### src/rtl/led_palette_pkg.sv
// Shared types and helpers for the LED palette fader.
package led_palette_pkg;

  typedef enum logic [1:0] {
    ST_IDLE,
    ST_FADE,
    ST_DONE
  } t_fader_state;

  localparam logic [7:0] c_lsb_step = 8'd1;

  // Clocks per fade tick; clamped so the tick counter always has a period.
  function automatic int unsigned calc_step_cycles(input int unsigned fclk_hz,
                                                   input int unsigned step_us);
    int unsigned cycles;
    cycles = (fclk_hz / 1_000_000) * step_us;
    return (cycles < 1) ? 1 : cycles;
  endfunction

endpackage

### src/rtl/led_channel_ramp.sv
// One 8-bit palette channel that walks one LSB per tick toward a latched target.
module led_channel_ramp
  import led_palette_pkg::*;
(
  input  logic       clk,
  input  logic       arst_n,
  input  logic       load,
  input  logic [7:0] target,
  input  logic       tick,
  output logic [7:0] value,
  output logic       at_target
);

  logic [7:0] target_q;

  // Target latch and saturating-free ramp: comparisons keep value inside 0..255.
  always_ff @(posedge clk or negedge arst_n) begin
    if (!arst_n) begin
      target_q <= 8'd0;
      value    <= 8'd0;
    end else if (load) begin
      target_q <= target;
    end else if (tick) begin
      if (value < target_q) begin
        value <= value + c_lsb_step;
      end else if (value > target_q) begin
        value <= value - c_lsb_step;
      end
    end
  end

  assign at_target = (value == target_q);

endmodule

### src/rtl/led_palette_fader.sv
// Arbitrates two palette requesters and fades every LED channel toward the winner's targets.
// Optional round-robin arbitration: define LED_FADER_ROUND_ROBIN_EN.
module led_palette_fader
  import led_palette_pkg::*;
#(
  parameter int unsigned parm_color_led_count = 4,
  parameter int unsigned parm_basic_led_count = 4,
  parameter int unsigned parm_FCLK            = 40_000_000,
  parameter int unsigned parm_fade_step_us    = 1000
) (
  input  logic                              i_clk,
  input  logic                              i_arst_n,
  input  logic                              i_req0_valid,
  input  logic                              i_req1_valid,
  output logic                              o_req0_ready,
  output logic                              o_req1_ready,
  input  logic [8*parm_color_led_count-1:0] i_req0_red,
  input  logic [8*parm_color_led_count-1:0] i_req0_green,
  input  logic [8*parm_color_led_count-1:0] i_req0_blue,
  input  logic [8*parm_basic_led_count-1:0] i_req0_lumin,
  input  logic [8*parm_color_led_count-1:0] i_req1_red,
  input  logic [8*parm_color_led_count-1:0] i_req1_green,
  input  logic [8*parm_color_led_count-1:0] i_req1_blue,
  input  logic [8*parm_basic_led_count-1:0] i_req1_lumin,
  output logic [8*parm_color_led_count-1:0] o_color_led_red_value,
  output logic [8*parm_color_led_count-1:0] o_color_led_green_value,
  output logic [8*parm_color_led_count-1:0] o_color_led_blue_value,
  output logic [8*parm_basic_led_count-1:0] o_basic_led_lumin_value,
  output logic                              o_busy,
  output logic                              o_done,
  output logic                              o_grant_id
);

  localparam int unsigned c_chan_count  = 3 * parm_color_led_count + parm_basic_led_count;
  localparam int unsigned c_color_w     = 8 * parm_color_led_count;
  localparam int unsigned c_all_w       = 8 * c_chan_count;
  localparam int unsigned c_step_cycles = calc_step_cycles(parm_FCLK, parm_fade_step_us);
  localparam int unsigned c_cnt_w       = (c_step_cycles > 1) ? $clog2(c_step_cycles) : 1;

  t_fader_state state, state_nxt;

  logic               any_valid;
  logic               winner;
  logic               load;
  logic               tick;
  logic               all_at;
  logic [c_cnt_w-1:0] tick_cnt;
  logic               ready0_nxt, ready1_nxt, busy_nxt, done_nxt, grant_nxt;

  logic [c_all_w-1:0]      tgt_req0, tgt_req1, tgt_sel, val_all;
  logic [c_chan_count-1:0] at_vec;

  assign any_valid = i_req0_valid | i_req1_valid;
  assign load      = (state == ST_IDLE) && any_valid;

`ifdef LED_FADER_ROUND_ROBIN_EN
  logic rr_ptr;

  // Preferred requester flips to the other one after every grant.
  always_ff @(posedge i_clk or negedge i_arst_n) begin
    if (!i_arst_n) begin
      rr_ptr <= 1'b0;
    end else if (load) begin
      rr_ptr <= ~winner;
    end
  end

  assign winner = (i_req0_valid && i_req1_valid) ? rr_ptr : i_req1_valid;
`else
  assign winner = ~i_req0_valid;
`endif

  assign tgt_req0 = {i_req0_lumin, i_req0_blue, i_req0_green, i_req0_red};
  assign tgt_req1 = {i_req1_lumin, i_req1_blue, i_req1_green, i_req1_red};
  assign tgt_sel  = winner ? tgt_req1 : tgt_req0;
  assign all_at   = &at_vec;
  assign tick     = (state == ST_FADE) && (tick_cnt == c_cnt_w'(c_step_cycles - 1));

  always_ff @(posedge i_clk or negedge i_arst_n) begin
    if (!i_arst_n) begin
      state <= ST_IDLE;
    end else begin
      state <= state_nxt;
    end
  end

  always_comb begin
    state_nxt = state;
    case (state)
      ST_IDLE: if (any_valid) state_nxt = ST_FADE;
      ST_FADE: if (all_at)    state_nxt = ST_DONE;
      ST_DONE: state_nxt = ST_IDLE;
      default: state_nxt = ST_IDLE;
    endcase
  end

  always_comb begin
    ready0_nxt = 1'b0;
    ready1_nxt = 1'b0;
    grant_nxt  = o_grant_id;
    busy_nxt   = (state_nxt != ST_IDLE);
    done_nxt   = (state == ST_DONE);
    if (load) begin
      ready0_nxt = ~winner;
      ready1_nxt = winner;
      grant_nxt  = winner;
    end
  end

  always_ff @(posedge i_clk or negedge i_arst_n) begin
    if (!i_arst_n) begin
      o_req0_ready <= 1'b0;
      o_req1_ready <= 1'b0;
      o_busy       <= 1'b0;
      o_done       <= 1'b0;
      o_grant_id   <= 1'b0;
    end else begin
      o_req0_ready <= ready0_nxt;
      o_req1_ready <= ready1_nxt;
      o_busy       <= busy_nxt;
      o_done       <= done_nxt;
      o_grant_id   <= grant_nxt;
    end
  end

  // Tick counter restarts on each grant so the first step lands a full period later.
  always_ff @(posedge i_clk or negedge i_arst_n) begin
    if (!i_arst_n) begin
      tick_cnt <= '0;
    end else if (load || tick) begin
      tick_cnt <= '0;
    end else if (state == ST_FADE) begin
      tick_cnt <= tick_cnt + c_cnt_w'(1);
    end
  end

  for (genvar i = 0; i < c_chan_count; i++) begin : g_chan
    led_channel_ramp u_ramp (
      .clk       (i_clk),
      .arst_n    (i_arst_n),
      .load      (load),
      .target    (tgt_sel[8*i +: 8]),
      .tick      (tick),
      .value     (val_all[8*i +: 8]),
      .at_target (at_vec[i])
    );
  end

  assign o_color_led_red_value   = val_all[c_color_w-1:0];
  assign o_color_led_green_value = val_all[2*c_color_w-1:c_color_w];
  assign o_color_led_blue_value  = val_all[3*c_color_w-1:2*c_color_w];
  assign o_basic_led_lumin_value = val_all[c_all_w-1:3*c_color_w];

endmodule

### config.mk
export PLATFORM = sky130hd
export DESIGN_NAME = led_palette_fader
export DESIGN_NICKNAME = d
export VERILOG_FILES = /design/src/rtl/led_palette_pkg.sv /design/src/rtl/led_channel_ramp.sv /design/src/rtl/led_palette_fader.sv
export SDC_FILE = /design/constraint.sdc
export NUM_CORES = 1
export LEC_CHECK = 0
export ABC_CLOCK_PERIOD_IN_PS = 6800
export CAP_MARGIN = 20
export CORE_AREA = 4 4 280 282
export DETAILED_ROUTE_END_ITERATION = 10
export DIE_AREA = 0 0 284 286
export GPL_TIMING_DRIVEN = 1
export MAX_ROUTING_LAYER = met4
export PLACE_DENSITY = 0.5
export SYNTH_ARGS = -nofsm -noshare
export SYNTH_HDL_FRONTEND = slang
export SYNTH_SLANG_ARGS = --single-unit
### constraint.sdc
create_clock -name i_clk -period 6.8 [get_ports i_clk]
set_clock_uncertainty 0.2 [all_clocks]
set_input_delay 1.36 -clock i_clk [delete_from_list [all_inputs] [get_ports i_clk]]
set_output_delay 1.36 -clock i_clk [all_outputs]
set_load 0.1 [all_outputs]
==> results of run 1 <==
==> sequential cells by signal, summed over array words and instances (netlist names) <==
| signal | count |
|---|---|
| g_chan.u_ramp.target_q | 128 |
| g_chan.u_ramp.value | 128 |
| o_busy | 1 |
| o_done | 1 |
| o_grant_id | 1 |
| o_req0_ready | 1 |
| o_req1_ready | 1 |
| state | 2 |
| tick_cnt | 16 |
==> worst max path at each step <==
stage	start	to	slack, ps	cells past startpoint
floorplan	g_chan[7].u_ramp.value[3]$_DFFE_PN0P_	g_chan[7].u_ramp.value[6]$_DFFE_PN0P_	2750	12
global placement	i_req0_valid	g_chan[11].u_ramp.target_q[7]$_DFFE_PN0P_	2770	5
detailed placement	i_req0_valid	g_chan[3].u_ramp.target_q[5]$_DFFE_PN0P_	2740	5
CTS	g_chan[5].u_ramp.value[0]$_DFFE_PN0P_	o_color_led_green_value[8]	2920	1
global route	g_chan[2].u_ramp.value[2]$_DFFE_PN0P_	g_chan[2].u_ramp.value[7]$_DFFE_PN0P_	2550	12
finish	g_chan[2].u_ramp.value[2]$_DFFE_PN0P_	g_chan[2].u_ramp.value[7]$_DFFE_PN0P_	2910	12
==> cells in the final DEF (no fill, tap or decap), drive strengths merged, types with 6 or more instances in the layout <==
master	netlist	final
and3	23	23
fa	16	16
nand3b	131	131
o41a	9	9
nor3	18	18
mux2	90	90
clkbuf	56	58
clkinv	0	7
nand2	190	190
o211ai	35	35
nand4	35	35
inv	164	164
a211o	9	9
and4	6	6
a21oi	123	123
a22oi	128	128
clkdlybuf4s50	0	390
o21bai	14	14
xor2	32	32
ha	228	228
buf	9	11
xnor2	92	92
dfrtp	279	279
nor2b	14	14
o21ai	19	19
nand3	51	51
nor2	81	81
a21o	36	36
o41ai	6	6
==> kinds of logic after synthesis <==
kind of cell	after synthesis	share of synthesized area [%]
simple gates	564	15.8
compound gates	405	14.7
flops	279	36.9
fa+ha+maj	244	16.8
buf+inv	229	4.62
xor+xnor	124	5.75
mux	92	5.47
==> per-stage QoR <==
step | setup slack (ps) | instances | utilization (%) | hold slack (ps) | power [W]
2_1_floorplan | 2750 | 1937 | - | 240 | 0.00295
3_3_place_gp | 2770 | 3250 | 31.6 | 257 | 0.00341
3_5_place_dp | 2740 | 3250 | 31.6 | 263 | 0.00346
4_1_cts | 2920 | 3318 | 33.2 | 273 | 0.00557
5_1_grt | 2550 | 3321 | 33.3 | 306 | 0.00583
6_report | 2910 | 3321 | 33.3 | 270 | 0.00544
==> per-layer routing <==
layer / track usage, % / vias up
li1: - / 7731
met1: 18.4 / 7621
met2: 24.2 / 363
met3: 3.73 / 77
met4: 3.86 / 0
met5: - / -
==> area by class of cell <==
class / count / area, um2 / share of cell area [%]
antenna: 2 / 5.00 / 0.0199
timing repair buffer: 401 / 4030 / 16.0
tap: 978 / 1220 / 4.86
multi-input combinational: 1429 / 11100 / 44.0
sequential: 279 / 6980 / 27.7
inverter: 164 / 616 / 2.45
clock inverter: 10 / 80.1 / 0.318
clock buffer: 58 / 1170 / 4.65
==> power by group <==
group / internal, W / switching (W) / total, W / leakage [nW]
sequential: 0.00191 / 0.000173 / 0.00209 / 3.68
combinational: 0.000631 / 0.000702 / 0.00133 / 7.70
clock: 0.00122 / 0.000801 / 0.00202 / 0.615
==> run_results.csv, run 1 <==
group,metric,value,unit
status,status,"complete, no violations",
cells_and_area,final_nets,2818,
clock_tree,cts_tree,"yes",
clock_tree,post-cts-setup-buffers,0,
sta,hold_viol,0,
die,rows,101,
synth,synth_edf_count,0,
synth,yosys_register_bits,279,
placed_design,place_hpwl,44400,um
placed_design,place_congestion,0.826,
grt,antenna_found_initial,2,
pwr,powerDensity,216,nW/um2
synth,async_flop_share,100,%
cells_and_area,syn_to_final_growth,33.2,%
worst_setup_path,cpMaxStageDelayCell,"dfrtp_1",
cells_and_area,fillers,7585,
worst_hold_path,hold_class,"reg2reg",
sta,post-route-period-util,57.2,%
cells_and_area,finalInstanceArea,25200,um2
grt,grt_util_all_layers,14.8,%
routing,drt.antenna.violating_nets,0,
worst_hold_path,hold_depth,1,
clock_tree,path_clk_slew,60,ps
synth,netlist_top_cells_area,"dfrtp_1, ha_1, nand3b_1",
die,dieArea,81200,um2
synth,yosysTopAreaCellShare,36.9,%
die,dieHeight,286,um
synth,yosys_warnings,0,
grt,grt_start_max_net_pins,142,
worst_setup_path,cp_num_buf_inv,0,
placed_design,io_buffers,392,
synth,synthesis.nets,2441,
synth,yosys.cell_types.count,55,
routing,drt_iter0_markers,640,
synth,synth_top_cell_by_area,"dfrtp_1",
clock_tree,cts.sinks,279,
die,chipWidth,284,um
clock_tree,post_cts_resized,0,
pwr,p_leak,12.0,nW
synth,synth_common_cells,"dfrtp_1, ha_1, nand2_1",
worst_setup_path,critPathLaunchType,"register",
sta,layout_min_cycle_time,3890,ps
grt,grt_overflow,0,
cells_and_area,drive_above_1_share,5.72,%
worst_setup_path,cp_data_required_time,7070,ps
worst_setup_path,path_class,"reg2reg",
sta,worst_slew_pin_slew,1120,ps
clock_tree,cts_max_level,2,
worst_setup_path,path_cells,"ha_1 -> o21ai_0 -> a21oi_1 -> o31ai_1 -> nand2_1 -> ha_1 -> a211oi_1 -> a21oi_1 -> o41ai_1 -> a21bo_2 -> a221oi_1 -> xor2_1",
synth,seq_area_frac_synth,36.9,%
synth,syn_area,18900,um2
die,core_area,75700,um2
sta,fin_setup_tns,0,ps
routing,wl_met3,3530,um
synth,avgSynthCellArea,9.76,um2
routing,dr_total_vias,15792,
clock_tree,cts_root_buf,"clkbuf_16",
flow_run,drv_cap,0,
routing,routed_wl,60000,um
worst_setup_path,arrival,4160,ps
grt,grt_pass1_wl,94200,um
worst_setup_path,cp-end-kind,"register",
sta,setup_violations,0,
synth,synth_most_common_cell,"dfrtp_1",
routing,wl_met2,28300,um
clock_tree,cts_max_path_buffers,3,
worst_setup_path,critPathTopFamily,"compound AO/OA/AOI/OAI gates",
sta,slew-limit-headroom,25.1,%
clock_tree,clock_latency,550,ps
worst_setup_path,regToRegStartpoint,"g_chan[2].u_ramp.value[2]$_DFFE_PN0P_",
routing,drc,0,
routing,wl_met1,26800,um
pwr,ir_drop,156,uV
clock_tree,hold_buffers,0,
routing,wire_per_inst,18.1,um
sta,rsz0062_at_grt,"false",
worst_setup_path,r2r-end,"g_chan[2].u_ramp.value[7]$_DFFE_PN0P_",
die,start_util,25.0,%
worst_setup_path,cp_max_fo,11,
sta,fmax,257,MHz
worst_hold_path,min_to,"o_done$_DFF_PN0_",
placed_design,placed_cell_area,23900,um2
sta,slew_viol_final,0,
synth,synthCells,1937,
synth,ys.flop_type,"dfrtp_1",
grt,first_global_vias,16538,
routing,via_per_inst,4.76,
worst_setup_path,r2r_cells,12,
clock_tree,numCtsBuffers,39,
worst_setup_path,cpPeakStageDelay,440,ps
routing,highest_layer,"met4",
worst_setup_path,rrSetupSlack,2910,ps
die,ioPinCount,393,
routing,first_pass_iters,6,
worst_hold_path,min-delay-start,"state[0]$_DFF_PN0_",
Note: power is estimated with default switching activity, not from simulation.
==> run 2: changes to the inputs <==
Settings changed: ABC_CLOCK_PERIOD_IN_PS 6800 to 3610.
Clock period 6.8 ns to 3.61 ns, I/O delays scaled along.
==> run 2 against run 1 <==
Cell count grew 1.3%. Sequential cell count unchanged. Die area stayed put. Hold slack improved by 3.5 ps. Sequential share of layout area about the same. Non-clock buffer count up 33. Global-route usage up 0.21 points. Register-to-register slack worse by 2700 ps. Via count grew 0.61%. Core utilization is 0.41 points higher. Critical path type unchanged. Largest power group is now the clock network.
==> run_results.csv, run 2 (synthesized netlist as in run 1, its figures left out) <==
group,metric,value,unit
status,status,"complete, no violations",
die,start_util,25.0,%
cells_and_area,layout_common_cells,"clkdlybuf4s50_1, dfrtp_1, ha_1, nand2_1, buf_4",
clock_tree,cts.sinks,279,
routing,via_per_inst,4.72,
flow_run,drv_cap,0,
sta,worst_slew_pin_slew,974,ps
grt,antenna_found_initial,6,
die,dieHeight,286,um
die,chipWidth,284,um
die,core_area,75700,um2
cells_and_area,final_nets,2852,
grt,grt_pass1_wl,95200,um
clock_tree,numCtsBuffers,40,
grt,grt_overflow,0,
clock_tree,cts_max_level,2,
routing,drt.antenna.violating_nets,0,
pwr,p_leak,12.4,nW
clock_tree,cts_root_buf,"clkbuf_16",
routing,routed_wl,61500,um
clock_tree,cts_tree,"yes",
die,rows,101,
cells_and_area,multi_input_area,11300,um2
sta,fmax,292,MHz
sta,slew-limit-headroom,34.9,%
worst_setup_path,rrSetupSlack,190,ps
pwr,swShare,30.4,%
sta,hold_viol,0,
worst_setup_path,r2r-end,"g_chan[7].u_ramp.value[7]$_DFFE_PN0P_",
grt,grt_util_all_layers,15.0,%
pwr,combPwrFrac,24.5,%
worst_hold_path,hold_depth,1,
die,dieArea,81200,um2
sta,post-route-period-util,94.8,%
cells_and_area,instances_no_fill,3363,
routing,first_pass_iters,5,
cells_and_area,regArea,7060,um2
routing,wire_per_inst,18.3,um
clock_tree,clock_latency,550,ps
pwr,powerDensity,412,nW/um2
cells_and_area,fillers,7696,
worst_setup_path,critPathLaunchType,"register",
placed_design,io_buffers,392,
placed_design,placed_cells,3280,
worst_setup_path,arrival,3640,ps
placed_design,place_congestion,0.822,
pwr,switchingPower,0.00319,W
pwr,internal-power,0.00730,W
sta,slew_viol_final,0,
routing,drt_iter0_markers,730,
cells_and_area,drive_above_1_share,16.4,%
sta,layout_min_cycle_time,3420,ps
sta,fin_ws,186,ps
sta,rsz0062_at_grt,"true",
sta,setup_violations,0,
clock_tree,path_clk_slew,60,ps
grt,grt_start_max_net_pins,130,
cells_and_area,layout_commonest_cell,"clkdlybuf4s50_1",
grt,first_global_vias,16583,
worst_setup_path,cp-end-kind,"register",
pwr,ir_drop,263,uV
cells_and_area,top_regs,"g_chan.u_ramp.target_q: 128 flops, g_chan.u_ramp.value: 128 flops, tick_cnt: 16 flops",
worst_hold_path,min-delay-start,"state[0]$_DFF_PN0_",
worst_setup_path,regToRegStartpoint,"g_chan[7].u_ramp.value[2]$_DFFE_PN0P_",
pwr,p_seq_share,37.4,%
worst_setup_path,path_class,"reg2reg",
placed_design,pre_cts_slack,-34.1,ps
routing,drc,0,
die,ioPinCount,393,
worst_setup_path,r2r_cells,13,
cells_and_area,syn_to_final_growth,34.9,%
placed_design,place_hpwl,45500,um
cells_and_area,fin_util,33.7,%
pwr,clkPwrFrac,38.2,%
clock_tree,cts_max_path_buffers,3,
worst_hold_path,hold_class,"reg2reg",
worst_setup_path,cp_data_required_time,3830,ps
routing,dr_total_vias,15889,
sta,fin_setup_tns,0,ps
worst_setup_path,cp_max_fo,5,
worst_hold_path,min_to,"o_done$_DFF_PN0_",
[run 2: layer usage]
metal | routed length, um | track usage (%) | vias up | part of all wire, %
li1 | - | - | 7792 | -
met1 | 27600 | 18.8 | 7656 | 45
met2 | 28400 | 24.1 | 358 | 46
met3 | 3980 | 3.98 | 83 | 6.5
met4 | 1470 | 4.06 | 0 | 2.4
met5 | 0 | - | - | 0
[run 2: per-stage QoR]
stage / total power, W / hold WS, ps / instance area (um2)
global route: 0.0112 / 301 / 25500
floorplan: 0.00555 / 226 / 19000
detailed placement: 0.00654 / 270 / 23900
CTS: 0.0107 / 281 / 25300
global placement: 0.00645 / 268 / 23900
finish: 0.0105 / 273 / 25500
[run 2: what timing repair did]
action | CTS | global route
hold endpoints to repair | 40 | 0
cloned | 0 | 0
hold buffers | 1 | 0
setup endpoints to repair | 1 | 18
gates resized for setup | 1 | 33
buffers inserted | 0 | 3
pin swaps | 0 | 5
[run 2: how the worst max path moves through the flow]
stage,start,endpoint,slack [ps],cells past startpoint
after floorplan,g_chan[7].u_ramp.value[3]$_DFFE_PN0P_,g_chan[7].u_ramp.value[6]$_DFFE_PN0P_,-80,12
after global placement,g_chan[7].u_ramp.value[2]$_DFFE_PN0P_,g_chan[7].u_ramp.value[7]$_DFFE_PN0P_,50,13
after detailed placement,g_chan[7].u_ramp.value[2]$_DFFE_PN0P_,g_chan[7].u_ramp.value[7]$_DFFE_PN0P_,-30,13
after CTS,g_chan[7].u_ramp.value[3]$_DFFE_PN0P_,g_chan[7].u_ramp.value[7]$_DFFE_PN0P_,6,13
after global routing,g_chan[1].u_ramp.value[2]$_DFFE_PN0P_,g_chan[1].u_ramp.value[7]$_DFFE_PN0P_,-20,12
final,g_chan[7].u_ramp.value[2]$_DFFE_PN0P_,g_chan[7].u_ramp.value[7]$_DFFE_PN0P_,190,13
[run 2: cell type report]
| class | count | share of cell area [%] |
|---|---|---|
| Sequential cell | 279 | 27.7 |
| Tap cell | 978 | 4.80 |
| Multi-Input combinational cell | 1429 | 44.2 |
| Timing Repair Buffer | 434 | 15.6 |
| Clock buffer | 58 | 4.63 |
| Inverter | 164 | 2.42 |
| Clock inverter | 13 | 0.574 |
| Antenna cell | 8 | 0.0785 |
[run 2: worst max-delay path: stages (launching register included)]
cell and delay [ps]:
dfrtp_4 500, ha_4 250, and3_4 170, a221o_1 360, a221oi_2 310, inv_2 110
buf_4 170, ha_4 230, nand3_1 100, o211ai_1 150, o41ai_2 340, xnor2_1 160
nor2_1 70, xor2_1 170
[run 2: power by group through the flow]
stage               clock network [W]  registers (W)  logic [W]
finish                        0.00401        0.00392    0.00257
global placement                    0        0.00397    0.00248
floorplan                           0        0.00388    0.00167
global route                  0.00429        0.00398    0.00294
CTS                           0.00417        0.00393    0.00258
detailed placement                  0        0.00398    0.00256
==> run 3: changes to the inputs <==
Settings changed: CAP_MARGIN 20 to 10.
==> results of run 3 <==
Final layout, timing and power as in run 2 (identical DEF).
